**src/rtl/poly_operand_sender.sv**
```systemverilog
// poly_operand_sender
//
// Initiator for the Go/DataIn operand-load protocol of the polynomial
// evaluator (result = A*X^2 + B*X + C mod 256). One Start pulse captures the
// four operands. They are then presented in the order A, B, C, X as
// press/release Go handshakes with DataIn held stable. The block then waits
// for ResultValid, captures DataResult and pulses Done. If the evaluator
// never answers, the wait times out and Error is raised instead.
//
// Parameters:
//   HOLD     cycles Go stays high per operand (>= 1)
//   GAP      cycles Go stays low after each release (>= 1)
//   TIMEOUT  cycles allowed while waiting for the result (>= 8)
//
// Ports:
//   Clock        sole clock, rising edge
//   Resetn       asynchronous active-low reset
//   Start        begin a transaction (sampled only when idle)
//   A, B, C, X   8-bit operands, captured on the accepted Start edge
//   Go           handshake strobe to the evaluator
//   DataIn       8-bit operand bus to the evaluator
//   ResultValid  evaluator result-ready flag (only looked at while waiting)
//   DataResult   8-bit evaluator result
//   Busy         high whenever a transaction is in progress
//   Done         one-cycle pulse at the end of a transaction
//   Error        timeout flag, sticky until the next accepted Start
//   Result       last captured DataResult
//
// Every output is either a register or a decode of the state register, so
// there is no combinational path from any input to any output.

module poly_operand_sender #(
    parameter int HOLD    = 2,
    parameter int GAP     = 1,
    parameter int TIMEOUT = 64
) (
    input  logic       Clock,
    input  logic       Resetn,
    input  logic       Start,
    input  logic [7:0] A,
    input  logic [7:0] B,
    input  logic [7:0] C,
    input  logic [7:0] X,
    output logic       Go,
    output logic [7:0] DataIn,
    input  logic       ResultValid,
    input  logic [7:0] DataResult,
    output logic       Busy,
    output logic       Done,
    output logic       Error,
    output logic [7:0] Result
);

    typedef enum logic [2:0] {
        IDLE,
        SETUP,
        PRESS,
        RELEASE,
        WAIT_RES,
        DONE
    } state_t;

    // One shared cycle counter serves PRESS, RELEASE and WAIT_RES. It is
    // sized for the largest of the three limits and saturates at all-ones.
    localparam int MAX_HG  = (HOLD > GAP) ? HOLD : GAP;
    localparam int MAX_CNT = (MAX_HG > TIMEOUT) ? MAX_HG : TIMEOUT;
    localparam int CW      = $clog2(MAX_CNT + 1);

    localparam logic [CW-1:0] HOLD_LAST    = CW'(HOLD - 1);
    localparam logic [CW-1:0] GAP_LAST     = CW'(GAP - 1);
    localparam logic [CW-1:0] TIMEOUT_LAST = CW'(TIMEOUT - 1);

    state_t          state;
    state_t          state_next;
    logic [7:0]      operand [4];
    logic [1:0]      index;
    logic [1:0]      next_index;
    logic [CW-1:0]   count;
    logic            counting;
    logic            capture_result;
    logic            timeout_hit;
    logic [7:0]      data_in_q;
    logic [7:0]      result_q;
    logic            error_q;

    assign next_index = index + 2'd1;
    assign counting   = (state == PRESS) || (state == RELEASE) || (state == WAIT_RES);

    // Next-state decode. ResultValid only matters in WAIT_RES; a stale flag
    // seen in any other state is deliberately ignored. When the result and
    // the timeout coincide, the result wins and no error is flagged.
    always_comb begin
        state_next     = state;
        capture_result = 1'b0;
        timeout_hit    = 1'b0;
        unique case (state)
            IDLE: begin
                if (Start) begin
                    state_next = SETUP;
                end
            end
            SETUP: begin
                state_next = PRESS;
            end
            PRESS: begin
                if (count == HOLD_LAST) begin
                    state_next = RELEASE;
                end
            end
            RELEASE: begin
                if (count == GAP_LAST) begin
                    state_next = (index == 2'd3) ? WAIT_RES : SETUP;
                end
            end
            WAIT_RES: begin
                if (ResultValid) begin
                    capture_result = 1'b1;
                    state_next     = DONE;
                end else if (count == TIMEOUT_LAST) begin
                    timeout_hit = 1'b1;
                    state_next  = DONE;
                end
            end
            DONE: begin
                state_next = IDLE;
            end
            default: begin
                state_next = IDLE;
            end
        endcase
    end

    // State register and datapath. DataIn is only ever reloaded on entry to
    // SETUP, which gives the evaluator one full cycle of setup before Go
    // rises and keeps the bus stable through the whole press/release.
    always_ff @(posedge Clock or negedge Resetn) begin
        if (!Resetn) begin
            state      <= IDLE;
            operand[0] <= 8'd0;
            operand[1] <= 8'd0;
            operand[2] <= 8'd0;
            operand[3] <= 8'd0;
            index      <= 2'd0;
            count      <= '0;
            data_in_q  <= 8'd0;
            result_q   <= 8'd0;
            error_q    <= 1'b0;
        end else begin
            state <= state_next;

            if (state_next != state) begin
                count <= '0;
            end else if (counting && (count != '1)) begin
                count <= count + 1'b1;
            end

            if ((state == IDLE) && Start) begin
                operand[0] <= A;
                operand[1] <= B;
                operand[2] <= C;
                operand[3] <= X;
                index      <= 2'd0;
                error_q    <= 1'b0;
                data_in_q  <= A;
            end

            if ((state == RELEASE) && (state_next == SETUP)) begin
                index     <= next_index;
                data_in_q <= operand[next_index];
            end

            if (capture_result) begin
                result_q <= DataResult;
            end

            if (timeout_hit) begin
                error_q <= 1'b1;
            end
        end
    end

    assign Go     = (state == PRESS);
    assign Busy   = (state != IDLE);
    assign Done   = (state == DONE);
    assign DataIn = data_in_q;
    assign Error  = error_q;
    assign Result = result_q;

endmodule

```
**config.mk**
```make
export PLATFORM = sky130hd
export DESIGN_NAME = poly_operand_sender
export DESIGN_NICKNAME = d
export VERILOG_FILES = /design/src/rtl/poly_operand_sender.sv
export SDC_FILE = /design/constraint.sdc
export NUM_CORES = 1
export LEC_CHECK = 0
export CORE_MARGIN = 3
export CORE_UTILIZATION = 45
export DETAILED_ROUTE_END_ITERATION = 12
export MAX_ROUTING_LAYER = met4
export PLACE_DENSITY = 0.75
export SLEW_MARGIN = 40
export SYNTH_ARGS = -nofsm -noshare
export SYNTH_HDL_FRONTEND = slang
export SYNTH_SLANG_ARGS = --single-unit
```
**constraint.sdc**
```tcl
create_clock -name Clock -period 1.5 [get_ports Clock]
set_input_delay 0.45 -clock Clock [delete_from_list [all_inputs] [get_ports Clock]]
set_output_delay 0.45 -clock Clock [all_outputs]
set_load 0.05 [all_outputs]
```
* Word-level counts from Yosys, hierarchy flattened
Index checks and enable logic that the tools add are counted.
** Storage, ports and cells
- Register bits after elaboration :: 61
- Input port bits :: 44
- Output and inout port bits :: 20
- Word-level logic and storage cells :: 59
** Operators by class
- $add $sub $neg :: 2
- Magnitude comparators :: 1
- Equal/unequal tests :: 11
- Mux-type cells :: 23
- Bitwise gates (word level) :: 1
- Reductions and logical operators :: 11
** Operator list (count)
- 8-bit two-way mux :: 4
- 3-bit two-way mux :: 6
- 8-bit binary-select mux with 2-bit select :: 1
- 3-bit case mux with 5 select lines :: 1
- 7-bit two-way mux :: 2
- 7-bit by 1-bit adder with 7-bit output (second input constant) :: 1
- 7-bit by 1-bit equality test with 1-bit output (second input constant) :: 1
- 7-bit by 6-bit equality test with 1-bit output (second input constant) :: 1
- 7-bit zero test :: 1
- 1-bit two-way mux :: 7
- 7-bit != test (second input constant) :: 1
- 3-bit by 1-bit equality test with 1-bit output (second input constant) :: 2
- 3-bit by 2-bit equality test with 1-bit output (second input constant) :: 2
- 3-bit equality test (second input constant) :: 2
- 2-bit nonzero test :: 3
- 2-bit two-way mux :: 2
- 3-bit >= comparator (second input constant) :: 1
- 1-bit logical AND :: 3
- 3-bit zero test :: 1
- 3-bit != test :: 1
- 2-bit NOT with 3-bit output :: 1
- 3-bit nonzero test :: 1
- 2-bit by 1-bit adder with 2-bit output (second input constant) :: 1
- 2-bit equality test (second input constant) :: 1
- 1-bit logical OR :: 2

* Depth between registers and ports, before layout
- Word-level depth :: 7
- Mapped depth :: 7

* Least setup slack after synthesis
OpenSTA, ideal clock, no wires.
- Path type :: register -> register
- Start point :: reg state[2]
- End point :: reg count[5]
- Setup time :: 129 ps
- Arrival time :: 2403 ps
- Data required time :: 1371 ps
- Path slack :: -1033 ps
- Stages on the path, launching flop included :: 7
- Path buffers :: 2
- Cell sequence :: dfrtp_1 > buf_4 > nor3b_1 > and4_4 > or4_1 > buf_6 > a21oi_2
** Between the ends
- Longest elaborated chain between the ends :: 5
- Elaborated cells on any way between the ends :: 17
- Those cells by class :: eq/ne: 5; mux: 7; reduce/logical: 5
** RTL lines
- from (decl) :: RTL line 73 : state_t state;
- from (signal assigned) :: RTL line 149 : state <= state_next;
- 3-bit by 2-bit equality test with 1-bit output *
- named net Go :: RTL line 44 : output logic Go,
- branches (longest 4 deep; another with 7-bit two-way mux)
- to (signal assigned) :: RTL line 154 : count <= count + 1'b1;
- to (decl) :: RTL line 78 : logic [CW-1:0] count;
Mark *: on every way through the listed nets, which the timed path passes.
A chain may end at the register's enable or synchronous reset.

* Worst setup path in the final report
- Start point :: reg state[2]
- End point :: out Go
** Between the ends
- Longest elaborated chain between the ends :: 1
** RTL lines
- 3-bit by 2-bit equality test with 1-bit output :: RTL line 182 : assign Go = (state == PRESS);
- to (decl) :: RTL line 44
Every way passes these cells.

==> impl_metrics.yaml <==
timing:
  period_minus_slack_ns: 1.97
  rsz0062_at_grt: "true"
  setup_viol: 63
  timing.final.ws_setup_ns: -0.467
  fin_skew_ns: 0.0110
  min_period_over_period_pct: 131
  worst_pin_slew_ns: 0.417
  finalMaxSlewViolations: 0
  fmax_mhz: 508
  slew_headroom_pct: 72.0
  final-hold-violation-count: 0
finish:
  n_antenna_cell: 0
  drive_gt1_share_pct: 48.0
  layout_common_cells: "nand2_1 (88), dfrtp_1 (57), clkdlybuf4s50_1 (41)"
  final_common_cell: "nand2_1"
  syn2layout_area_growth_pct: 80.2
  final_cells: 498
  fin_nets: 466
  final_core_util_pct: 85.5
place:
  hpwl_um: 4930
  gp_congestion: 0.794
  io_buffers: 63
  dp.cells: 447
power:
  power_density_nw_per_um2: 2120
  ir_worst_vdd_uv: 1640
  p_leak_nw: 2.39
synth:
  synth-seq-area-share_pct: 53.4
  ys_async_sr_fraction_pct: 100
  ys.flop_type: "dfrtp_1"
  netlist_instances: 285
  avgSynthCellArea_um2: 10.0
  synth_fp_nets: 333
  ys_warn_count: 0
  ys_types: 40
  synth_edf_count: 0
  synth-seq-cells: 61
  synth.cell_area_um2: 2860
clocking:
  cts_num_sinks: 61
  numCtsBuffers: 9
  tritoncts: "yes"
  clk_pin_slew_ns: 0.08
  cts_buffer_depth: 2
  clk_latency_ns: 0.34
  cts_root_buf: "clkbuf_8"
  htree_levels: 3
hold_path:
  hold_class: "flip-flop to flip-flop"
  min_to: "operand[14]$_DFFE_PN0P_"
  hold_start: "operand[14]$_DFFE_PN0P_"
  hold_depth: 2
worst_setup_path:
  worstPathArrival_ns: 1.52
  regToRegSetupSlack_ns: -0.39
  reg2reg_to: "count[5]$_DFFE_PN0P_"
  r2r_cells: 7
  critPathMaxFanout: 3
  cp-start-kind: "flip-flop"
  r2r_start: "state[1]$_DFF_PN0_"
  setup.worst_path.start: "state[2]$_DFF_PN0_"
  crit_path_end_kind: "output port"
  crit_required_ns: 1.05
  critical_path_class: "flip-flop to output port"
die:
  die_x_um: 85.7
  die-area_um2: 7350
  core_um2: 6030
  num_io_pins: 64
  initial_core_util_pct: 47.4
  die_h_um: 85.7
  num_rows: 28
route:
  vias: 2869
  drc_errors: 0
  viasPerCell: 5.76
  ant_nets: 0
  initialDrtViolationCount: 247
  wire_per_inst_um: 21.8
  wl_um: 10800
  first_pass_iters: 5
grt:
  antenna_found_initial: 0
  grtUsageTotal_pct: 25.8
  grt.overflow.total: 0
  grt_pass1_vias: 2764
  grt_pass1_wl_um: 13800
  grt_max_degree: 48
  grt_use_met3_pct: 7.01
  grtUsageMet2_pct: 43.6
  use_met1_pct: 28.3
  busiest_layer: "met2"
outcome:
  failed_checks: "setup timing"
  status: "complete, but fails checks"
flow_run:
  cap_violations: 0
## cells by family after synthesis
| group | count (synthesis) | share of synthesized area [%] |
|---|---|---|
| xor gates and xnor gates | 1 | 0.306 |
| DFF | 61 | 53.4 |
| buffers and inverters | 23 | 4.03 |
| AOI/OAI and AO/OA | 25 | 6.30 |
| muxes | 20 | 10.9 |
| and+or+nand+nor | 151 | 23.4 |
| adders and majority gates | 4 | 1.75 |
## power by group
group,switching (mW),internal (mW)
Sequential,0.611,2.33
Combinational,3.25,3.39
Clock,0.678,0.682
Total,4.54,6.40
## synth_stat cells (2+ instances only)
master / n / share of area [%]
a31oi_1: 8 / 1.8
o31ai_1: 2 / 0.53
nor4_1: 2 / 0.44
or3_1: 2 / 0.44
nand3_1: 5 / 0.88
or4_1: 3 / 0.79
nor3_1: 3 / 0.53
buf_4: 2 / 0.53
o21ai_0: 6 / 1.1
nand2_1: 110 / 14
mux2i_1: 4 / 1.4
clkbuf_1: 7 / 0.92
mux4_2: 8 / 6.3
nor2_2: 5 / 1.1
dfrtp_1: 61 / 53
mux2_2: 8 / 3.2
buf_2: 5 / 0.88
buf_6: 2 / 0.79
a21oi_2: 3 / 0.92
inv_1: 7 / 0.92
nor2_1: 10 / 1.3
ha_1: 4 / 1.8
## stage by stage
stage | power, mW | instance area [um2] | setup slack, ns | hold slack (ns) | TNS (ns)
2_1_floorplan | 5.44 | 2880 | -0.216 | 0.154 | -2.12
3_3_place_gp | 7.29 | 4040 | -0.401 | 0.319 | -7.79
3_5_place_dp | 7.49 | 4040 | -0.433 | 0.322 | -9.45
4_1_cts | 9.64 | 4640 | -0.383 | 0.474 | -4.37
5_1_grt | 11.3 | 5150 | -0.483 | 0.498 | -18.97
6_report | 10.9 | 5150 | -0.467 | 0.477 | -16.12
## routing by layer
layer / wire length (um) / up-vias
li1: - / 1227
met1: 3900 / 1424
met2: 5790 / 179
met3: 775 / 39
met4: 378 / 0
met5: 0 / -
## critical path, stage by stage (launching register included)
cell,delay (ns)
dfrtp_1,0.41
buf_6,0.13
buf_6,0.11
nor3b_4,0.23
buf_4,0.17
buf_12,0.12
## flip-flops by register name, summed over array words and instances (netlist names)
register / flops
index: 2
Error: 1
DataIn: 8
operand: 32
Result: 8
state: 3
count: 7
## what timing repair did
item / in CTS / in global routing
endpoints found under the hold margin: 6 / 0
cloned: 5 / 7
gates resized for setup: 69 / 71
hold buffers: 1 / 0
pin swaps: 30 / 16
setup endpoints to repair: 63 / 64
setup buffers: 13 / 13
## layout make-up
type | count | area, um2
sequential | 61 | 1530
tap | 75 | 93.8
clock buffer | 12 | 155
inverter | 7 | 26.3
clock inverter | 4 | 22.5
fill | 285 | 875
multi-input combinational | 201 | 1630
timing repair buffer | 138 | 1690
## worst max path at each step
stage / depth (start not counted) / end / slack [ns]
floorplan: 6 / count[5]$_DFFE_PN0P_ / -0.22
global placement: 5 / count[2]$_DFFE_PN0P_ / -0.40
detailed placement: 5 / count[2]$_DFFE_PN0P_ / -0.43
CTS: 5 / Go / -0.38
global route: 5 / Go / -0.48
finish: 5 / Go / -0.47
Power figures use the tool's default switching activity.
